### src/rtl/mem_pkg.sv
// mem_pkg: shared constants, FSM state type and parity helper for mem_rw_ctrl.
//   MEM_DATA_W / MEM_ADDR_W / MEM_DEPTH / MEM_RD_LAT : default parameter values
//   MEM_PAR_MAX_W : widest word the parity helper accepts (zero-extend narrower words)
//   mem_state_t   : INIT / RUN controller states
//   even_parity() : even-parity bit of a word (XOR reduction)
package mem_pkg;

  localparam int MEM_DATA_W    = 16;
  localparam int MEM_ADDR_W    = 4;
  localparam int MEM_DEPTH     = 16;
  localparam int MEM_RD_LAT    = 1;
  localparam int MEM_PAR_MAX_W = 256;

  typedef enum logic {INIT, RUN} mem_state_t;

  // Zero-extension does not change the XOR, so callers cast up to MEM_PAR_MAX_W.
  function automatic logic even_parity(input logic [MEM_PAR_MAX_W-1:0] d);
    return ^d;
  endfunction

endpackage

### src/rtl/mem_rd_pipe.sv
// mem_rd_pipe: RD_LAT-deep shift register carrying read valid/data/error from
// request acceptance to the response outputs. reset_i flushes every stage.
//   clk_i, reset_i          : clock, synchronous active-high flush/reset
//   valid_i, data_i, err_i  : read accepted this cycle, its data and error flag
//   valid_o, data_o, err_o  : response, RD_LAT cycles after acceptance
module mem_rd_pipe #(
  parameter int DATA_W = 16,
  parameter int RD_LAT = 1
) (
  input  logic              clk_i,
  input  logic              reset_i,
  input  logic              valid_i,
  input  logic [DATA_W-1:0] data_i,
  input  logic              err_i,
  output logic              valid_o,
  output logic [DATA_W-1:0] data_o,
  output logic              err_o
);

  logic [RD_LAT-1:0] vld_q;
  logic [RD_LAT-1:0] err_q;
  logic [DATA_W-1:0] dat_q [RD_LAT];

  always_ff @(posedge clk_i) begin
    if (reset_i) begin
      vld_q <= '0;
      err_q <= '0;
      for (int i = 0; i < RD_LAT; i++) dat_q[i] <= '0;
    end else begin
      vld_q[0] <= valid_i;
      err_q[0] <= err_i;
      dat_q[0] <= data_i;
      for (int i = 1; i < RD_LAT; i++) begin
        vld_q[i] <= vld_q[i-1];
        err_q[i] <= err_q[i-1];
        dat_q[i] <= dat_q[i-1];
      end
    end
  end

  assign valid_o = vld_q[RD_LAT-1];
  assign err_o   = err_q[RD_LAT-1];
  assign data_o  = dat_q[RD_LAT-1];

endmodule

### src/rtl/mem_rw_ctrl.sv
// mem_rw_ctrl: single-port synchronous memory with valid/ready requests, byte
// strobes, pipelined reads (RD_LAT), range checking and a post-reset clear.
// Optional feature macro: MEM_PARITY_EN (per-word even parity, inj_perr port).
//   clk, reset             : clock, synchronous active-high reset
//   req_valid / req_ready  : request handshake (ready only in RUN)
//   wr_en, rd_en, addr     : request type and word address
//   wdata, wstrb           : write data and byte enables
//   rsp_valid, rdata, rsp_err : read response, RD_LAT cycles after acceptance
//   init_done              : clear sequence finished
//   inj_perr (MEM_PARITY_EN only) : invert stored parity on accepted writes
//
// state | meaning
// ------+-----------------------------------------------------------------
// INIT  | after reset; zero-fills word[cnt] per cycle (INIT_CLEAR=1), no requests
// RUN   | req_ready=1, init_done=1 until the next reset
module mem_rw_ctrl
  import mem_pkg::*;
#(
  parameter int DATA_W     = MEM_DATA_W,
  parameter int ADDR_W     = MEM_ADDR_W,
  parameter int DEPTH      = MEM_DEPTH,
  parameter int RD_LAT     = MEM_RD_LAT,
  parameter int INIT_CLEAR = 1
) (
  input  logic                clk,
  input  logic                reset,
  input  logic                req_valid,
  output logic                req_ready,
  input  logic                wr_en,
  input  logic                rd_en,
  input  logic [ADDR_W-1:0]   addr,
  input  logic [DATA_W-1:0]   wdata,
  input  logic [DATA_W/8-1:0] wstrb,
  output logic                rsp_valid,
  output logic [DATA_W-1:0]   rdata,
  output logic                rsp_err,
  output logic                init_done
`ifdef MEM_PARITY_EN
  ,
  input  logic                inj_perr
`endif
);

  localparam int                NB       = DATA_W / 8;
  localparam logic [ADDR_W:0]   DEPTH_L  = (ADDR_W+1)'(DEPTH);
  localparam logic [ADDR_W-1:0] CNT_LAST = ADDR_W'(DEPTH - 1);

  mem_state_t        state_q;
  logic [ADDR_W-1:0] cnt_q;
  logic              req_ready_q;
  logic              init_done_q;

  logic [DATA_W-1:0] mem_q [DEPTH];

  logic              accept;
  logic              addr_oor;
  logic              wr_acc;
  logic              rd_acc;
  logic              clr_en;
  logic [DATA_W-1:0] rd_word;
  logic [DATA_W-1:0] wr_word_d;
  logic              rd_rsp_err;

  // Gating with reset keeps a request presented during a reset cycle from
  // touching the memory while req_ready_q has not yet dropped.
  assign accept   = req_valid && req_ready_q && !reset;
  assign addr_oor = ({1'b0, addr} >= DEPTH_L);
  assign wr_acc   = accept && wr_en && !addr_oor;
  assign rd_acc   = accept && rd_en;
  assign clr_en   = (INIT_CLEAR != 0) && (state_q == INIT) && !reset;

  // Combinational read of the current contents: a same-cycle write lands at
  // the edge, so a read+write returns pre-write data and the next read sees it.
  assign rd_word = addr_oor ? '0 : mem_q[addr];

  always_comb begin
    wr_word_d = rd_word;
    for (int b = 0; b < NB; b++) begin
      if (wstrb[b]) wr_word_d[8*b +: 8] = wdata[8*b +: 8];
    end
  end

  always_ff @(posedge clk) begin
    if (reset) begin
      state_q     <= INIT;
      cnt_q       <= '0;
      req_ready_q <= 1'b0;
      init_done_q <= 1'b0;
    end else begin
      case (state_q)
        INIT: begin
          if ((INIT_CLEAR == 0) || (cnt_q == CNT_LAST)) begin
            state_q     <= RUN;
            req_ready_q <= 1'b1;
            init_done_q <= 1'b1;
          end else begin
            cnt_q <= cnt_q + 1'b1;
          end
        end
        RUN: begin
          req_ready_q <= 1'b1;
          init_done_q <= 1'b1;
        end
        default: begin
          state_q     <= INIT;
          req_ready_q <= 1'b0;
          init_done_q <= 1'b0;
        end
      endcase
    end
  end

  // Contents are deliberately not reset; only the INIT clear zeroes them.
  always_ff @(posedge clk) begin
    if (clr_en) begin
      mem_q[cnt_q] <= '0;
    end else if (wr_acc) begin
      mem_q[addr] <= wr_word_d;
    end
  end

`ifdef MEM_PARITY_EN
  logic par_q [DEPTH];
  logic par_d;

  assign par_d      = even_parity(MEM_PAR_MAX_W'(wr_word_d)) ^ inj_perr;
  assign rd_rsp_err = addr_oor ||
                      (even_parity(MEM_PAR_MAX_W'(rd_word)) != par_q[addr]);

  always_ff @(posedge clk) begin
    if (clr_en) begin
      par_q[cnt_q] <= 1'b0;
    end else if (wr_acc) begin
      par_q[addr] <= par_d;
    end
  end
`else
  assign rd_rsp_err = addr_oor;
`endif

  mem_rd_pipe #(
    .DATA_W (DATA_W),
    .RD_LAT (RD_LAT)
  ) u_rd_pipe (
    .clk_i   (clk),
    .reset_i (reset),
    .valid_i (rd_acc),
    .data_i  (rd_word),
    .err_i   (rd_rsp_err),
    .valid_o (rsp_valid),
    .data_o  (rdata),
    .err_o   (rsp_err)
  );

  assign req_ready = req_ready_q;
  assign init_done = init_done_q;

endmodule

### config.mk
export PLATFORM = sky130hd
export DESIGN_NAME = mem_rw_ctrl
export DESIGN_NICKNAME = d
export VERILOG_FILES = /design/src/rtl/mem_pkg.sv /design/src/rtl/mem_rd_pipe.sv /design/src/rtl/mem_rw_ctrl.sv
export SDC_FILE = /design/constraint.sdc
export NUM_CORES = 1
export LEC_CHECK = 0
export BUFFER_PORTS_ARGS = -buffer_cell sky130_fd_sc_hd__buf_2
export CAP_MARGIN = 20
export CORE_ASPECT_RATIO = 1.5
export CORE_UTILIZATION = 52
export CTS_CLUSTER_DIAMETER = 150
export DETAILED_ROUTE_END_ITERATION = 10
export PLACE_DENSITY = 0.83
export SETUP_SLACK_MARGIN = 0.02
export SLEW_MARGIN = 20
export SYNTH_ARGS = -nofsm -noshare
export SYNTH_HDL_FRONTEND = slang
export SYNTH_SLANG_ARGS = --single-unit
### constraint.sdc
create_clock -name clk -period 2.15 [get_ports clk]
set_input_delay 0.43 -clock clk [delete_from_list [all_inputs] [get_ports clk]]
set_output_delay 0.43 -clock clk [all_outputs]
set_load 0.01 [all_outputs]
# Yosys cells after proc, flatten, opt, wreduce, memory -nomap -nowiden
# Memory sizes are Yosys's and may differ from the RTL's.
# Cells that the tools add are included.
classes:
  n_shift: 0
  n_eq_ne: 2
  n_mux: 19
  n_reduce_logical: 9
  addsub: 1
  order_cmp: 0
  multipliers: 0
  bitwise_logic: 2
  div_mod_pow: 0
ops:
  columns: ["cell", "count"]
  rows:
  - ["two-way mux 16 bit", 2]
  - ["OR reduction 16 bit", 2]
  - ["two-way mux 8 bit", 2]
  - ["two-way mux 1 bit", 13]
  - ["logical AND 1 bit", 5]
  - ["adder 4 x 1 -> 4 bit (second input constant)", 1]
  - ["== test 4 bit (second input constant)", 1]
  - ["two-way mux 4 bit", 1]
  - ["!= test 2 x 1 -> 1 bit (second input constant)", 1]
  - ["NOT 1 bit", 2]
  - ["case mux 1 bit (2 select lines)", 1]
  - ["AND reduction 2 bit", 1]
  - ["zero test 1 bit", 1]
word_totals:
  output_inout_bits: 20
  mem_count: 2
  romBits: 0
  register_bits: 7
  word_cells: 39
  ram_bits: 272
  inputBits: 27
  latchBits: 0
memory_table:
  columns: ["memory", "depth", "width", "rd", "rd_ports_with_merged_regs", "wr", "line_no", "source"]
  rows:
  - ["mem_q", 16, 16, 1, 0, 1, "mem_rw_ctrl.sv:53", "logic [DATA_W-1:0] mem_q [DEPTH];"]
  - ["u_rd_pipe.dat_q", 1, 16, 1, 0, 1, "mem_rd_pipe.sv:22", "logic [DATA_W-1:0] dat_q [RD_LAT];"]

# Logic depth before layout (Yosys ltp)
# Gate-level depths: netlist of the first run.
depth:
  depth_word: 8
  ltp_mapped: 7
  ltp_nobuf: 5

# By module
# Synthesis of the first run repeated with hierarchy kept, for this count alone.
unflattened:
  cells_unflattened: 598
  hier_area_um2: 11148.2
modules_own_cells:
  columns: ["module", "area_per_inst_um2", "seq_area_each_um2", "instances", "cells_per_inst"]
  rows:
  - ["mem_rw_ctrl", 10659.0, 7807.5, 1, 561]
  - ["mem_rd_pipe", 489.2, 360.3, 1, 37]

# Least setup slack after synthesis of the first run
# OpenSTA, ideal clock, no wires.
synth_timing:
  path_kind: "input -> register"
  from: "input port addr[1]"
  to: "memory mem_q[14][0] (enable)"
  arrival_time_ps: 1894
  path_stages: 5
  slack_ps: -133
  cell_sequence: "buf_2 -> clkbuf_1 -> nor2b_1 -> mux2i_1 -> nor2_1"
synth_via:
  elab_chain_len: 1
synth_lines:
  columns: ["element", "line_no", "source"]
  rows:
  - ["start, declared", "mem_rw_ctrl.sv:31", "input logic [ADDR_W-1:0] addr,"]
  - ["two-way mux 4 bit (no line)", null, null]
  - ["end, declared", "mem_rw_ctrl.sv:53", null]
# Every way passes these cells.

# Worst setup path in the final report of the first run
layout_timing:
  from: "input port addr[0]"
  to: "memory mem_q[11][6] (data pin)"
layout_via:
  elab_chain_len: 3
layout_lines:
  columns: ["element", "line_no", "source"]
  rows:
  - ["memory (16 x 16 bit)", null, null]
  - ["two-way mux 8 bit", "mem_rw_ctrl.sv:79", "if (wstrb[b]) wr_word_d[8*b +: 8] = wdata[8*b +: 8];"]
  - ["two-way mux 16 bit (no line)", null, null]
# Every way passes these cells.

==> results of run 1 <==
-- worst max-delay path: stages --
cell,delay [ps]
buf_4,150
buf_12,190
buf_12,130
mux4_2,490
mux2i_1,260
o22ai_1,200
o211a_1,430
-- cells by family after synthesis --
| logic type | Yosys count |
|---|---|
| fa+ha+maj | 1 |
| simple gates | 79 |
| compound gates | 76 |
| mux | 101 |
| xor+xnor | 2 |
| flops | 279 |
| buf+inv | 37 |
| other cells | 1 |
-- cells in the mapped netlist (all sizes together) --
library cell	instances
o21a	1
edfxtp	256
mux2	32
nand2b	19
nor4	4
inv	3
clkbuf	12
nand4	2
dfxtp	23
or2	1
ha	1
and3b	1
mux2i	21
nand3	1
o21ai	20
o22ai	32
and2	2
a21oi	5
nand2	3
nor2b	21
nand3b	1
a31oi	1
nor2	24
mux4	48
conb	1
o211a	16
a211oi	1
buf	22
xnor2	1
xor2	1
-- layer usage --
metal	vias up	wire [µm]
li1	2549	-
met1	3028	8762
met2	396	12760
met3	95	2290
met4	0	1332
met5	-	0
-- layout make-up --
cell class | instances | share of cell area [%]
Tap cell | 264 | 2.549
Inverter | 3 | 0.08690
Multi-Input combinational cell | 260 | 20.35
Timing Repair Buffer | 122 | 8.275
Sequential cell | 279 | 62.88
Clock buffer | 29 | 4.944
Clock inverter | 14 | 0.9173
-- final timing paths --
path	start	end	slack, ps
max	addr[0]	mem_q[11][6]	50
min	rd_en	u_rd_pipe.valid_o	110
max reg2reg	mem_q[3][6]	mem_q[11][6]	60
min reg2reg	init_done	init_done	510
-- metrics by stage --
stage | instances | util, %
after global placement | 928 | 59.44
after floorplan | 576 | -
after global routing | 971 | 63.21
after CTS | 971 | 63.14
after detailed placement | 928 | 59.44
final | 971 | 63.21
-- what timing repair did --
action	CTS	global route
endpoints found under the hold margin	0	0
setup endpoints to repair	0	278
resized for setup	0	8
setup buffers	0	0
-- sequential cells by signal, indices dropped and copies added, names as in the netlist --
| signal | count |
|---|---|
| cnt_q | 4 |
| u_rd_pipe.dat_q | 16 |
| u_rd_pipe.valid_o | 1 |
| mem_q | 256 |
| state_q | 1 |
| init_done | 1 |
-- power groups by stage --
stage | Sequential [W] | Clock, W | Combinational [W]
3_3_place_gp | 0.00607 | 0 | 0.000635
3_5_place_dp | 0.00607 | 0 | 0.000654
5_1_grt | 0.00596 | 0.00444 | 0.000704
4_1_cts | 0.00595 | 0.00423 | 0.000662
6_report | 0.00595 | 0.00420 | 0.000664
2_1_floorplan | 0.00608 | 0 | 0.000353
==> run metrics, run 1 <==
outcome finished clean; multiplexer area fraction after synthesis 15.06%; Critical Path AT between 2000 and 2500 ps; most common cell after layout, fill and taps aside edfxtp_1; post-synth top area cell edfxtp_1; total grt overflow 0; GR Util met1 30.73%; required time worst endpoint 2340 ps; WHS 109.6 ps; HPWL after DPL 15910 µm; Die Y 179.9 µm; Clock Pin Slew Worst Setup and Hold Paths 70 ps; largest family of logic cells by synthesized area multiplexers; ranking of synthesized cells by area edfxtp_1 (70%), mux4_2 (9.9%), dfxtp_1 (4.2%); # DRC 0; Synth Cell Area 10970 µm²; port bufs 45; Flop pwr share 55.0%; cts hold-fix bufs 0; worst reg2reg path depth 4; internal power 0.008600 W; Simple-Gate Fraction of Synth Area 3.912%; Root Buffer clkbuf_16; crit share post-route between 90% and 100%; Distinct cells, synth 35; post-layout total power 0.01082 W; clk sinks 279; CTS tree built; WHS Path Cells 2; Layout area overhead 18.14%; register area share after synthesis 74.28%; GRT busiest layer met2; fmax between 400 and 500 MHz; Synth Area in Adders less than 1%; sw power roughly 0.0022 W; final setup TNS 0 ps; Fillers 1358; Clock Path Buffers 3; Die W between 100 and 150 µm; I/O pins 47; Combinational Power Share 6.1%; GPL Wtd Cong 0.8101; crit path setup slack, layout 49.97 ps; Max H-tree Level 1; routed len/inst 25.90 µm; first-pass GRT wire length 38180 µm; number of CTS-inserted buffers 24; RSZ-0062 raised after global routing yes; vias in the first global route 6414; TritonRoute pass-1 iters 6; final setup skew 10.06 ps; Net Count, Synth 604; met3 Usage GRT 3.299%; Mean Syn Cell Area 19.04 µm²; routed wire length ~25000 µm; crit-path max FO 18; M2 GR Usage 40.34%; Avg Vias per Cell 6.249; post-synth top area share between 70 and 80%; final hold vios 0; initial antenna violation count 0; Final Max Slew Viols 0; VDD IR max 0.4789 mV; layout cells sized above 1 34.51%; Antenna Nets Post-Route 0; Least-Margin Pin Slew 526.0 ps; most frequent cells in the layout edfxtp_1 (256), buf_4 (56), mux4_2 (48); pwr/cell area 834.9 nW/µm²; worst-skew pair later-pin latency about 520 ps; Slew headroom 64.77%; Placed Area 12180 µm²; core region area 20500 µm²; Register Area 8148 µm²; final setup violation count 0; Tot GR Track Use 24.23%; sw frac 20.51%; Syn Inst Count 576; startpoint type of the worst setup path input port; Worst Hold Class in -> reg; xor/xnor cell area share of the yosys netlist 0.1597%; largest net degree at the start of global routing 24; Starting Density 53.51%; LEAKAGE 4.939 nW; Max-Cap Viols 0; die area 21690 µm²; Synth Warn # 0; Clk pwr share between 30% and 40%; routed vias 6068; Multi-input gate area roughly 2600 µm²; Compound-Gate Fraction of Synth Area about 4.6%; post-layout instance area 12960 µm²; Critical Path End Type register; ANT cells 0; minimum clock period 2100 ps; fin nets 718; dpl ws -433.0 ps; DRT iter0 DRCs 680; Setup CP Type in -> reg; FP Rows 64; #FFs+latches synth between 200 and 300
Power figures use the tool's default switching activity.
==> inputs of run 2 (changes only) <==
- CELL_PAD_IN_SITES_DETAIL_PLACEMENT: not set -> 1
- CELL_PAD_IN_SITES_GLOBAL_PLACEMENT: not set -> 2
- CORE_UTILIZATION: 52 -> 43
- PLACE_DENSITY: 0.83 -> 0.86
==> run 2 against run 1 <==
  * The flow now finishes with violations (setup timing)
  * Worst setup slack got worse by 80 ps
  * Hold slack improved by 14 ps
  * Routed wire length rose by 13%
  * Final cell count rose by 6.6%
  * Design area rose by 1.9%
  * Sequential share of layout area fell by 1.2 points
  * Count of clock-buffer cells in the layout did not move
  * Register-to-register slack got worse by 90 ps
  * Highest routed layer unchanged
==> run metrics, run 2 (same netlist as run 1, synthesis figures left out) <==
R2R setup slack -30 ps (was 60 ps); LEAKAGE 4.950 nW (was 4.939 nW); first-pass GRT wire length 42300 µm (was 38180 µm); Least-Margin Pin Slew 574.4 ps (was 526.0 ps); failing checks setup timing; vias in the first global route 6642 (was 6414); total grt overflow 0 (unchanged); crit share post-route 101.4% (was 97.68%); Clock Path Buffers 3 (unchanged); initial antenna violation count 0 (unchanged); minimum clock period 2180 ps (was 2100 ps); Max H-tree Level 1 (unchanged); ANT cells 0 (unchanged); final setup violation count 38 (was 0); Tot GR Track Use 22.47% (was 24.23%); routed len/inst 27.51 µm (was 25.90 µm); layout cells sized above 1 36.78% (was 34.51%); startpoint type of the worst setup path register (was input port); Die W 132.4 µm (was 120.6 µm); Critical Path End Type register (unchanged); HPWL after DPL 18220 µm (was 15910 µm); routed wire length 28470 µm (was 25150 µm); Final Non-Filler Cells 1035 (was 971); TritonRoute pass-1 iters 7 (was 6); I/O pins 47 (unchanged); required time worst endpoint 2360 ps (was 2340 ps); # DRC 0 (unchanged); most common cell after layout, fill and taps aside edfxtp_1 (unchanged); Avg Vias per Cell 5.819 (was 6.249); largest register by flop count mem_q (unchanged); core region area 25050 µm² (was 20500 µm²); Final Max Slew Viols 0 (unchanged); Layout area overhead 20.42% (was 18.14%); worst-skew pair later-pin latency 530 ps (was 520 ps); final setup skew 13.30 ps (was 10.06 ps); DRT iter0 DRCs 553 (was 680); Antenna Nets Post-Route 0 (unchanged); crit-path max FO 10 (was 18); final hold vios 0 (unchanged); Max-Cap Viols 0 (unchanged); dpl ws -442.3 ps (was -433.0 ps); Slew headroom 61.30% (was 64.77%); Fillers 2298 (was 1358); Top Registers mem_q (256), u_rd_pipe.dat_q (16), cnt_q (4) (unchanged); port bufs 45 (unchanged); Clock Pin Slew Worst Setup and Hold Paths 70 ps (about the same); pwr/cell area 862.8 nW/µm² (was 834.9 nW/µm²); Worst Hold Class in -> reg (unchanged); Largest register FFs 256 (unchanged); die area 26170 µm² (was 21690 µm²); WHS 123.2 ps (was 109.6 ps); fmax 458.8 MHz (was 476.2 MHz); Critical Path AT 2390 ps (was 2290 ps); VDD IR max 0.7181 mV (was 0.4789 mV); crit path setup slack, layout -29.70 ps (was 49.97 ps); clk sinks 279 (unchanged); largest net degree at the start of global routing 22 (was 24); most frequent cells in the layout edfxtp_1 (256), buf_4 (52), mux4_2 (48) (was edfxtp_1 (256), buf_4 (56), mux4_2 (48)); Die Y 197.6 µm (was 179.9 µm); number of CTS-inserted buffers 25 (was 24); placed cells 988 (was 928); routed vias 6023 (was 6068); outcome finished with violations (was finished clean); RSZ-0062 raised after global routing yes (unchanged); Setup CP Type reg -> reg (was in -> reg); GPL Wtd Cong 0.7820 (was 0.8101); Starting Density 43.79% (was 53.51%); CTS tree built (unchanged); FP Rows 71 (was 64); fin nets 717 (was 718); cts hold-fix bufs 0 (unchanged); Root Buffer clkbuf_16 (unchanged); post-layout total power 0.01140 W (was 0.01082 W)
[run 2: path summary, 6_finish.rpt]
kind	cells past startpoint	to	start
setup / recovery	5	mem_q[9][3]	init_done
hold reg to reg	2	init_done	init_done
hold / removal	2	u_rd_pipe.valid_o	rd_en
setup reg to reg	5	mem_q[9][3]	init_done
[run 2: layer usage]
layer | routed length (µm) | track usage [%]
met5 | 0 | 0
met4 | 1101 | 10.22
met3 | 1584 | 2.156
met2 | 15020 | 40.58
met1 | 10770 | 27.17
[run 2: final cells by class]
cell class	instances	area, µm²	share of cell area (%)
Clock inverter	16	210.2	1.591
Timing Repair Buffer	120	1082	8.194
Tap cell	328	410.4	3.107
Clock buffer	29	660.6	5.001
Multi-Input combinational cell	260	2686	20.34
Inverter	3	11.26	0.08525
Sequential cell	279	8148	61.68
[run 2: timing repair]
action | CTS | global route
setup endpoints to repair | 218 | 334
pin swaps | 1 | 0
resized for setup | 15 | 8
setup buffers | 0 | 2
[run 2: power by group]
part           leakage, nW  switching (W)  internal, W  total [W]
Sequential            2.85      0.0000318      0.00593    0.00596
Clock                0.424        0.00194      0.00280    0.00474
Combinational         1.68       0.000373     0.000328   0.000701
Total                 4.95        0.00234      0.00906     0.0114
[run 2: through the flow]
stage,instance area (µm²),utilization (%),setup TNS (ps)
floorplan,10970,-,-27570
global placement,12260,48.94,-65580
detailed placement,12260,48.94,-108170
CTS,13170,52.55,-1484
global route,13210,52.73,-6125
finish,13210,52.73,-493.0
[run 2: critical path, stage by stage (launching register included)]
cell      delay, ps
dfxtp_1         440
nand3b_1        240
nor4_1          340
o21ai_1         250
nor2_1          290
buf_4           290
==> inputs of run 3 (changes only) <==
- PLACE_DENSITY: 0.86 -> 0.87
- SLEW_MARGIN: 20 -> not set
- SYNTH_HIERARCHICAL: not set -> 1
==> run 3 against run 2 <==
  * The run now ends clean
  * Register-to-register slack improved by 140 ps
  * Critical endpoint is now mem_q[7][14]
  * Sequential power barely moved
  * Largest cell class unchanged
  * Clock power fell by 9.3%
==> run metrics, run 3 <==
outcome finished clean (was finished with violations); reg2reg start init_done (unchanged); post-layout instance area 13560 µm² (was 13210 µm²); Worst Min Path Start rd_en (unchanged); crit share post-route 95.06% (was 101.4%); Synth Cell Area 11150 µm² (was 10970 µm²); Max H-tree Level 1 (unchanged); Mean Syn Cell Area 18.64 µm² (was 19.04 µm²); Register Area 8169 µm² (was 8148 µm²); GPL Wtd Cong 0.7505 (was 0.7820); Max-Cap Viols 0 (unchanged); RSZ-0062 raised after global routing no (was yes); FP Rows 71 (unchanged); Synth top cells by count edfxtp_1 (256), mux2i_1 (89), nor2_1 (35), dfxtp_1 (24), mux4_2 (21) (was edfxtp_1 (256), mux4_2 (48), mux2_2 (32), o22ai_1 (32), nor2_1 (24)); Syn Inst Count 598 (was 576); Clock Path Buffers 3 (unchanged); Worst Hold Class in -> reg (unchanged); Hold EP u_rd_pipe/valid_o (was u_rd_pipe.valid_o); Largest register FFs 256 (unchanged); Root Buffer clkbuf_16 (unchanged); Post-Route Utilization 53.73% (was 52.73%); crit path setup slack, layout 106.3 ps (was -29.70 ps); clk sinks 280 (was 279); Slew headroom 59.06% (was 61.30%); post-layout total power 0.01101 W (was 0.01140 W); Starting Density 44.19% (was 43.79%); worst reg2reg path depth 7 (was 5); Post-synth EDFFs 256 (unchanged); Setup CP Type reg -> reg (unchanged); WHS 289.4 ps (was 123.2 ps); final setup violation count 0 (was 38); Distinct cells, synth 43 (was 35); ANT cells 0 (unchanged); required time worst endpoint 2390 ps (was 2360 ps); startpoint type of the worst setup path register (unchanged); Setup crit start init_done (unchanged); HPWL after DPL 19140 µm (was 18220 µm); # DRC 0 (unchanged); Clock Pin Slew Worst Setup and Hold Paths 70 ps (about the same); pwr/cell area 812.5 nW/µm² (was 862.8 nW/µm²); Critical Path AT 2290 ps (was 2390 ps); minimum clock period 2044 ps (was 2180 ps); routed wire length 29330 µm (was 28470 µm); routed len/inst 27.26 µm (was 27.51 µm); largest net degree at the start of global routing 24 (was 22); port bufs 46 (was 45); Layout area overhead 21.59% (was 20.42%); WHS Path Cells 3 (was 2); routed vias 6151 (was 6023); post-synth top area share 68.96% (was 70.08%); Synth Warn # 6 (was 0); layout cells sized above 1 31.42% (was 36.78%); largest register by flop count mem_q (unchanged); CTS tree built (unchanged); count leader, synth edfxtp_1 (unchanged); final setup skew 10.98 ps (was 13.30 ps); Multi-input gate area 2864 µm² (was 2686 µm²); LEAKAGE 4.654 nW (was 4.950 nW); Antenna Nets Post-Route 0 (unchanged); post-synth top area cell edfxtp_1 (unchanged); Tot GR Track Use 22.64% (was 22.47%); Least-Margin Pin Slew 611.2 ps (was 574.4 ps); cts hold-fix bufs 0 (unchanged); Final Max Slew Viols 0 (unchanged); ranking of synthesized cells by area edfxtp_1 (69%), mux2i_1 (8.0%), dfxtp_1 (4.3%) (was edfxtp_1 (70%), mux4_2 (9.9%), dfxtp_1 (4.2%)); most frequent cells in the layout edfxtp_1 (256), mux2i_1 (89), buf_4 (59) (was edfxtp_1 (256), buf_4 (52), mux4_2 (48)); Placed Area 12710 µm² (was 12260 µm²); worst-skew pair later-pin latency 540 ps (was 530 ps); Avg Vias per Cell 5.717 (was 5.819); Die W 133.5 µm (was 132.4 µm); I/O pins 47 (unchanged); most common flop cell mapped by yosys edfxtp_1 (unchanged); Die Y 199.2 µm (was 197.6 µm); #FFs+latches synth 280 (was 279); reg2reg end mem_q[7][14] (was mem_q[9][3]); Critical Path End Type register (unchanged); core region area 25230 µm² (was 25050 µm²); fin nets 757 (was 717); asr flop ratio synth 0% (unchanged); initial antenna violation count 0 (unchanged); crit-path max FO 9 (was 10); Net Count, Synth 626 (was 604); first-pass GRT wire length 43540 µm (was 42300 µm); final hold vios 0 (unchanged); fmax 489.3 MHz (was 458.8 MHz); Fillers 2317 (was 2298); DRT iter0 DRCs 504 (was 553); die area 26590 µm² (was 26170 µm²); register area share after synthesis 73.27% (was 74.28%); vias in the first global route 6821 (was 6642); dpl ws -540.1 ps (was -442.3 ps); most common cell after layout, fill and taps aside edfxtp_1 (unchanged); TritonRoute pass-1 iters 6 (was 7); Top Registers mem_q (256), u_rd_pipe/dat_q (16), cnt_q (4) (was mem_q (256), u_rd_pipe.dat_q (16), cnt_q (4)); total grt overflow 0 (unchanged); number of CTS-inserted buffers 26 (was 25); VDD IR max 0.5757 mV (was 0.7181 mV); R2R setup slack 110 ps (was -30 ps)
run 3: cell type report:
| cell class | instances | share of cell area [%] |
|---|---|---|
| multi-input cells | 280 | 21.13 |
| clock buffers | 31 | 5.012 |
| clock inverters | 16 | 0.7846 |
| well taps | 328 | 3.028 |
| inverters | 4 | 0.1108 |
| flip-flops and latches | 280 | 60.26 |
| repair buffers | 137 | 9.673 |
run 3: repair_timing:
item	4_1_cts	5_1_grt
buffers inserted	0	3
resized for setup	6	6
setup endpoints to repair	115	82
pin swaps	1	2
run 3: cell families after synthesis:
logic type	Yosys count	share of synthesized area, %
adders and majority gates	1	0.1122
other	1	0.03364
xor gates and xnor gates	2	0.1572
muxes	124	15.13
buffers and inverters	38	2.536
AOI/OAI and AO/OA	68	4.714
DFF	280	73.27
and+or+nand+nor	84	4.052
run 3: stage by stage:
stage,instances,TNS (ps)
2_1_floorplan,598,-13910
3_3_place_gp,1026,-76320
3_5_place_dp,1026,-124880
4_1_cts,1073,0
5_1_grt,1076,0
6_report,1076,0
run 3: critical path: stages (launching register included):
cell	delay [ps]
dfxtp_1	330
nand2_1	100
or3_4	420
buf_4	160
nor3b_4	210
o21ai_4	140
nor2_4	200
buf_12	170
run 3: power by group:
group / total, W / leakage [nW] / internal, W / switching [W]
Sequential: 0.00598 / 2.35 / 0.00595 / 0.0000322
Combinational: 0.000726 / 1.91 / 0.000332 / 0.000394
Clock: 0.00430 / 0.389 / 0.00237 / 0.00194
run 3: metal layers:
layer | vias up | wire length, µm | track usage [%]
met4 | 0 | 858 | 8.460
met3 | 47 | 1117 | 2.537
met1 | 3259 | 10850 | 25.47
met5 | - | 0 | 0
li1 | 2664 | - | -
met2 | 181 | 16500 | 43.54
run 3: worst max path at each step:
stage / end / slack (ps) / cells after the start
5_1_grt: mem_q[11][8] / 30 / 7
3_3_place_gp: mem_q[15][10] / -290 / 7
3_5_place_dp: mem_q[4][1] / -540 / 8
6_report: mem_q[7][14] / 110 / 7
4_1_cts: mem_q[10][10] / 30 / 7
2_1_floorplan: mem_q[14][0] / -180 / 5
